<file path="config.mk">
export PLATFORM = sky130hd
export DESIGN_NAME = regfile_readback_scanner
export DESIGN_NICKNAME = d
export VERILOG_FILES = /design/src/rtl/regfile_readback_scanner.sv
export SDC_FILE = /design/constraint.sdc
export NUM_CORES = 1
export LEC_CHECK = 0
export BUFFER_PORTS_ARGS = -buffer_cell sky130_fd_sc_hd__buf_2
export CORE_MARGIN = 4
export CORE_UTILIZATION = 35
export CTS_CLUSTER_DIAMETER = 60
export DETAILED_ROUTE_END_ITERATION = 10
export PLACE_DENSITY = 0.55
export SLEW_MARGIN = 10
export SYNTH_ARGS = -nofsm -noshare
export SYNTH_HDL_FRONTEND = slang
export SYNTH_SLANG_ARGS = --single-unit
export TNS_END_PERCENT = 100
</file>
<file path="constraint.sdc">
create_clock -name Clk -period 3.12 [get_ports Clk]
set_input_delay 0.312 -clock Clk [delete_from_list [all_inputs] [get_ports Clk]]
set_output_delay 0.312 -clock Clk [all_outputs]
set_load 0.05 [all_outputs]
</file>
<file path="src/rtl/regfile_readback_scanner.sv">
// Read-side scanner for the register file: walks port A over R0..R(NUM_REGS-1),
// latches each value for the display path and flags the first deviation from Fibonacci.
module regfile_readback_scanner #(
    parameter int DWELL_CYCLES = 150000000,
    parameter int NUM_REGS     = 16,
    parameter int ADDR_W       = 4,
    parameter int DATA_W       = 16
) (
    input  logic              Clk,
    input  logic              Reset_n,
    input  logic              Start,
    input  logic              Auto,
    input  logic              Step,
    input  logic              Check_En,
    output logic [ADDR_W-1:0] Reg_Read_A,
    input  logic [DATA_W-1:0] Reg_A,
    output logic [DATA_W-1:0] Display_Value,
    output logic [ADDR_W-1:0] Display_Index,
    output logic              Display_Valid,
    output logic              Busy,
    output logic              Done,
    output logic              Mismatch,
    output logic [ADDR_W-1:0] Mismatch_Index
);

    localparam int                CNT_W      = (DWELL_CYCLES > 1) ? $clog2(DWELL_CYCLES) : 1;
    localparam logic [CNT_W-1:0]  DWELL_LAST = CNT_W'(DWELL_CYCLES - 1);
    localparam logic [ADDR_W-1:0] LAST_IDX   = ADDR_W'(NUM_REGS - 1);

    typedef enum logic [2:0] {
        S_IDLE,
        S_ADDR,
        S_CAPTURE,
        S_SHOW,
        S_DONE
    } state_t;

    state_t            state_q,        state_d;
    logic [ADDR_W-1:0] index_q,        index_d;
    logic [DATA_W-1:0] disp_value_q,   disp_value_d;
    logic [ADDR_W-1:0] disp_index_q,   disp_index_d;
    logic              disp_valid_q,   disp_valid_d;
    logic              mismatch_q,     mismatch_d;
    logic [ADDR_W-1:0] mismatch_idx_q, mismatch_idx_d;
    logic [CNT_W-1:0]  dwell_q,        dwell_d;
    logic [DATA_W-1:0] exp_prev_q,     exp_prev_d;
    logic [DATA_W-1:0] exp_cur_q,      exp_cur_d;
    logic              step_used_q,    step_used_d;
    logic              advance;

    // NOTE: non-blocking assignments here so every register samples the pre-edge
    // values of the others, independent of statement order.
    always_ff @(posedge Clk or negedge Reset_n) begin
        if (!Reset_n) begin
            state_q        <= S_IDLE;
            index_q        <= '0;
            disp_value_q   <= '0;
            disp_index_q   <= '0;
            disp_valid_q   <= 1'b0;
            mismatch_q     <= 1'b0;
            mismatch_idx_q <= '0;
            dwell_q        <= '0;
            exp_prev_q     <= '0;
            exp_cur_q      <= DATA_W'(1);
            step_used_q    <= 1'b0;
        end else begin
            state_q        <= state_d;
            index_q        <= index_d;
            disp_value_q   <= disp_value_d;
            disp_index_q   <= disp_index_d;
            disp_valid_q   <= disp_valid_d;
            mismatch_q     <= mismatch_d;
            mismatch_idx_q <= mismatch_idx_d;
            dwell_q        <= dwell_d;
            exp_prev_q     <= exp_prev_d;
            exp_cur_q      <= exp_cur_d;
            step_used_q    <= step_used_d;
        end
    end

    always_comb begin
        // NOTE: every signal gets its hold value first so no path leaves one
        // unassigned, which would otherwise infer a latch.
        state_d        = state_q;
        index_d        = index_q;
        disp_value_d   = disp_value_q;
        disp_index_d   = disp_index_q;
        disp_valid_d   = disp_valid_q;
        mismatch_d     = mismatch_q;
        mismatch_idx_d = mismatch_idx_q;
        dwell_d        = dwell_q;
        exp_prev_d     = exp_prev_q;
        exp_cur_d      = exp_cur_q;
        step_used_d    = step_used_q;
        advance        = 1'b0;

        // A held Step re-arms only once it has been released.
        if (!Step) begin
            step_used_d = 1'b0;
        end

        case (state_q)
            S_IDLE, S_DONE: begin
                if (Start) begin
                    state_d        = S_ADDR;
                    index_d        = '0;
                    mismatch_d     = 1'b0;
                    mismatch_idx_d = '0;
                    exp_prev_d     = '0;
                    exp_cur_d      = DATA_W'(1);
                    disp_valid_d   = 1'b0;
                end
            end
            S_ADDR: begin
                state_d = S_CAPTURE;
            end
            S_CAPTURE: begin
                disp_value_d = Reg_A;
                disp_index_d = index_q;
                disp_valid_d = 1'b1;
                dwell_d      = '0;
                if (Check_En && !mismatch_q && (Reg_A != exp_cur_q)) begin
                    mismatch_d     = 1'b1;
                    mismatch_idx_d = index_q;
                end
                state_d = S_SHOW;
            end
            S_SHOW: begin
                if (Auto) begin
                    dwell_d = dwell_q + 1'b1;
                    advance = (dwell_q == DWELL_LAST);
                end else if (Step && !step_used_q) begin
                    advance     = 1'b1;
                    step_used_d = 1'b1;
                end
            end
            default: begin
                state_d = S_IDLE;
            end
        endcase

        if (advance) begin
            exp_prev_d = exp_cur_q;
            exp_cur_d  = exp_prev_q + exp_cur_q;
            if (index_q == LAST_IDX) begin
                state_d = S_DONE;
            end else begin
                index_d = index_q + 1'b1;
                state_d = S_ADDR;
            end
        end
    end

    assign Reg_Read_A     = index_q;
    assign Display_Value  = disp_value_q;
    assign Display_Index  = disp_index_q;
    assign Display_Valid  = disp_valid_q;
    assign Busy           = (state_q == S_ADDR) || (state_q == S_CAPTURE) || (state_q == S_SHOW);
    assign Done           = (state_q == S_DONE);
    assign Mismatch       = mismatch_q;
    assign Mismatch_Index = mismatch_idx_q;

endmodule

</file>
* After elaboration in Yosys (flattened, before gate mapping)
Cells that the tools add are included.
** Word-level totals
- Input port bits :: 22
- Flip-flop bits (word level) :: 94
** Operators by class
- Reduce and logical (&&, ||, !) cells :: 18
- $add $sub $neg :: 3
- Mux-type cells :: 30
- Equality and inequality tests :: 12
** Operators with widths (number)
- 16-bit two-way mux :: 6
- 28-bit case mux with 2 select lines :: 1
- 28-bit by 1-bit adder with 28-bit output (second input constant) :: 1
- 28-bit == test (second input constant) :: 1
- 28-bit two-way mux :: 1
- 4-bit two-way mux :: 6
- 16-bit adder :: 1
- 16-bit != test :: 1
- 3-bit case mux with 4 select lines :: 1
- 1-bit two-way mux :: 9
- 3-bit two-way mux :: 3
- 2-bit != test (second input constant) :: 4
- 4-bit case mux with 2 select lines :: 1
- 2-bit AND reduction :: 4
- 2-bit nonzero test :: 4
- 3-bit by 2-bit == test with 1-bit output (second input constant) :: 2
- 4-bit by 1-bit adder with 4-bit output (second input constant) :: 1
- 4-bit == test (second input constant) :: 1
- 1-bit case mux with 2 select lines :: 2
- 3-bit by 1-bit == test with 1-bit output (second input constant) :: 1
- 3-bit == test (second input constant) :: 1
- 1-bit logical AND :: 3
- 3-bit logical NOT :: 1
- 3-bit != test (second input constant) :: 1
- other kinds (4) :: 6

* Depth between registers and ports, before layout
- Depth in word-level cells :: 7
- Depth in mapped cells :: 10

* Worst setup path before layout
OpenSTA, ideal clock, no wires.
- Path type :: register to register
- Start :: register exp_cur_q[0]
- End :: register exp_cur_q[14]
- Data arrival time :: 2133 ps
- Setup slack :: 865 ps
- Path buffers :: 0
- Library setup time :: 121 ps
- Cell stages (with the launch flop) :: 11
- Clock period less this slack :: 2255 ps
- Cell sequence :: dfstp_2 -> ha_1 -> inv_1 -> fa_1 -> nor2b_1 -> o211ai_1 -> a21boi_0 -> o2111ai_1 -> o211ai_1 -> xnor2_1 -> o21ai_1
** On the way
- Cells in the longest elaborated chain, start to end :: 2
** RTL lines
- start: declaration :: RTL line 47 : logic [DATA_W-1:0] exp_cur_q, exp_cur_d;
- start signal: assignment :: RTL line 76 : exp_cur_q <= exp_cur_d;
- 16-bit adder :: RTL line 144 : exp_cur_d = exp_prev_q + exp_cur_q;
- 16-bit two-way mux :: RTL line 142 : if (advance) begin
No other way between the ends.
A chain may end at the register's enable or synchronous reset.

* Worst setup path in the final report
- Start :: register dwell_q[19]
- End :: register index_q[1], in the netlist Reg_Read_A[1]
** On the way
- Cells in the longest elaborated chain, start to end :: 4
** RTL lines
- start: declaration :: RTL line 45 : logic [CNT_W-1:0] dwell_q, dwell_d;
- start signal: assignment :: RTL line 74 : dwell_q <= dwell_d;
- 28-bit == test :: RTL line 131 : advance = (dwell_q == DWELL_LAST);
- 1-bit two-way mux :: RTL line 129 : if (Auto) begin
- 1-bit two-way mux :: RTL line 102 : case (state_q)
- 4-bit two-way mux :: RTL line 142
- via index_d[1] :: RTL line 39 : logic [ADDR_W-1:0] index_q, index_d;
- end signal: assignment :: RTL line 68 : index_q <= index_d;
- end: declaration :: RTL line 39
The timed path passes the listed nets, and every way through them passes these cells.

==> flow_summary.json <==
{
  "outcome": "finished clean",
  "yosys-top-cells-count": "nand2_1, dfrtp_1, nand3_1",
  "h-tree-depth": 3,
  "insertion_delay_ns": 0.34,
  "synth_flop_cell": "dfrtp_1",
  "p_sw_share_pct": 43.59,
  "worst_pin_slew_ns": 0.7959,
  "critPathLaunch": "dwell_q[19]$_DFFE_PN0P_",
  "yosys_warnings": 0,
  "postCtsHoldBufs": 0,
  "synthArstFlopShare_pct": 100.0,
  "vias_per_cell": 5.012,
  "drive_above_1_share_pct": 14.43,
  "synth_top_family_by_area": "simple AND/OR/NAND/NOR gates",
  "yosysSeqAreaShare_pct": 47.90,
  "cts_buffers": 9,
  "synthTopCellsByArea": "dfrtp_1, nand2_1, xnor2_1",
  "wl_per_cell_um": 15.06,
  "ioPinCount": 54,
  "max_slew_margin_pct": 46.94,
  "rsz0062_at_grt": "no",
  "synth_area_leader_cell": "dfrtp_1",
  "initial_core_util_pct": 35.54,
  "cts_root_buf": "clkbuf_16",
  "cts_max_path_buffers": 2,
  "rr_endpoint": "Reg_Read_A[1]$_DFF_PN0_",
  "synth_xor_area_share_pct": 9.269,
  "required_ns": 3.35,
  "ir_drop_v": 0.0003175,
  "min_path_type": "in -> async",
  "max-cap-violations": 0,
  "die_y_um": 126.5,
  "finClkSkew_ns": 0.005549,
  "synth_edf_count": 0,
  "switching_power_mw": 2.293,
  "synthMuxAreaShare_pct": 0.4074,
  "grt_pass1_wl_um": 19830,
  "power_frac_comb_pct": 42.2,
  "synthAdderAreaFrac_pct": 4.736,
  "r2r_slack_ns": 0.62,
  "rr_worst_depth": 7,
  "clkPwrFrac_pct": 20.8,
  "synthCells": 534,
  "postCtsSetupBuffers": 0,
  "rows": 43,
  "sequentialPowerShare_pct": 37.0,
  "syn_avg_cell_area_sq_um": 9.201,
  "worst_setup_path_start_kind": "register",
  "intPower_mw": 2.967,
  "hpwl_um": 8315,
  "dr_total_vias": 3859,
  "p_leak_nw": 2.683,
  "drv_slew": 0,
  "drt-total-wl_um": 11590,
  "antenna_found_initial": 1,
  "grt_start_max_net_pins": 61,
  "port_buffers": 53,
  "synth_nets": 574,
  "path_max_fanout": 12,
  "ys_ff_latch": 94,
  "min_period_ns": 2.504,
  "dpl.cell_count": 753,
  "r2r_start": "dwell_q[19]$_DFFE_PN0P_",
  "cp-endpoint": "Reg_Read_A[1]$_DFF_PN0_",
  "grt_overflow_total": 0,
  "finalHoldViolations": 0,
  "final_nets": 624,
  "tritoncts": "built",
  "die_area_sq_um": 16000,
  "worst_setup_path_end_kind": "register",
  "cts-resized-gates": 0,
  "power_density_nw_per_um2": 930.2,
  "synth_area_sq_um": 4913,
  "fp.dieW_um": 126.5,
  "instances_no_fill": 770,
  "grt_usage_pct": 15.36,
  "grt_pass1_vias": 3926,
  "drtAntennaViolNets": 0,
  "yosysMostFrequentCell": "nand2_1",
  "path_class": "reg -> reg",
  "gp_congestion": 0.8607,
  "synth-compound-area-share_pct": 10.39,
  "synthSimpleGateAreaFrac_pct": 24.01,
  "clock_sinks": 94,
  "synthDistinctLibCells": 54,
  "core_sq_um": 13830,
  "synthToLayoutAreaGrowth_pct": 15.10,
  "finalCritPeriodShare_pct": 80.27,
  "synth_top_area_share_pct": 47.36,
  "drc": 0,
  "drt_iter0_markers": 211,
  "crit_arrival_ns": 2.73,
  "setup_viol": 0,
  "max_freq_mhz": 399.3,
  "setup_tns_ns": 0,
  "firstDrtPassIters": 4,
  "cts.clk_slew.worst_paths_ns": 0.06
}
-- cell families after synthesis --
kind of cell / count (synthesis)
flip-flops: 94
XOR/XNOR: 52
multiplexers: 2
adder cells (fa/ha/maj): 18
buffers and inverters: 34
AO/OA/AOI/OAI: 82
AND/OR/NAND/NOR: 252
-- worst min path at each step --
stage                               endpoint  slack (ns)  cells past startpoint
3_5_place_dp   Display_Value[10]$_DFFE_PN0N_        0.46                      2
2_1_floorplan   Display_Index[0]$_DFFE_PN0N_        0.02                      0
4_1_cts              dwell_q[17]$_DFFE_PN0P_         0.1                      1
6_report              dwell_q[5]$_DFFE_PN0P_        0.06                      1
3_3_place_gp          dwell_q[5]$_DFFE_PN0P_        0.45                      1
5_1_grt               dwell_q[8]$_DFFE_PN0P_        0.14                      1
-- power by group through the flow --
| stage | Combinational, mW | Sequential [mW] | Clock [mW] |
|---|---|---|---|
| detailed placement | 2.24 | 1.97 | 0 |
| global placement | 2.21 | 1.96 | 0 |
| floorplan | 1.17 | 2.46 | 0 |
| CTS | 2.25 | 1.95 | 1.14 |
| finish | 2.22 | 1.95 | 1.10 |
| global route | 2.46 | 2.00 | 1.17 |
-- per-stage QoR --
step	hold WS [ns]	utilization, %	power [mW]	setup slack [ns]	instance area (sq um)
floorplan	0.01641	-	3.636	0.8654	4913
global placement	0.4487	38.79	4.166	0.6469	5364
detailed placement	0.4598	38.79	4.205	0.6145	5364
CTS	0.09636	40.88	5.329	0.5871	5653
global route	0.1417	40.90	5.635	0.3733	5655
finish	0.06216	40.90	5.260	0.6157	5655
-- worst max-delay path: stages (launching register included) --
cell and delay (ns):
dfrtp_1 0.43, nor4_1 0.30, nand4_1 0.13, or4_4 0.53, a21oi_2 0.51, nand2_1 0.25, nand3_1 0.15, o21ai_1 0.08
-- state kept, by name, summed over array words and instances, names as in the netlist --
| name | count |
|---|---|
| step_used_q | 1 |
| Mismatch | 1 |
| Reg_Read_A | 4 |
| exp_cur_q | 16 |
| Display_Valid | 1 |
| state_q | 3 |
| dwell_q | 28 |
| Display_Value | 16 |
| exp_prev_q | 16 |
| Mismatch_Index | 4 |
| Display_Index | 4 |
-- cells in the final DEF, fill, tap and decap left out, drive strengths merged, types with 14 or more instances in the layout --
cell and instances:
buf 60, dfrtp 93, nand4 15, nand2 121, xnor2 31, ha 17
xor2 21, nor2 37, a21oi 17, clkbuf 14, o21ai 37, nand3 48
-- area by class of cell --
type	instances	area, sq um
fillers	1398	8172
multi-input cells	406	2404
flip-flops and latches	94	2354
well taps	180	225.2
clock inverters	2	35.03
inverters	13	48.80
clock buffers	14	254.0
diodes	1	2.502
repair buffers	60	332.8
-- per-layer routing --
metal / track usage (%) / up-vias / wire [um]
li1: - / 1930 / -
met1: 20.88 / 1867 / 5575
met2: 24.07 / 43 / 5439
met3: 2.442 / 19 / 284
met4: 7.192 / 0 / 293
met5: 0 / - / 0
Power figures use the tool's default switching activity.
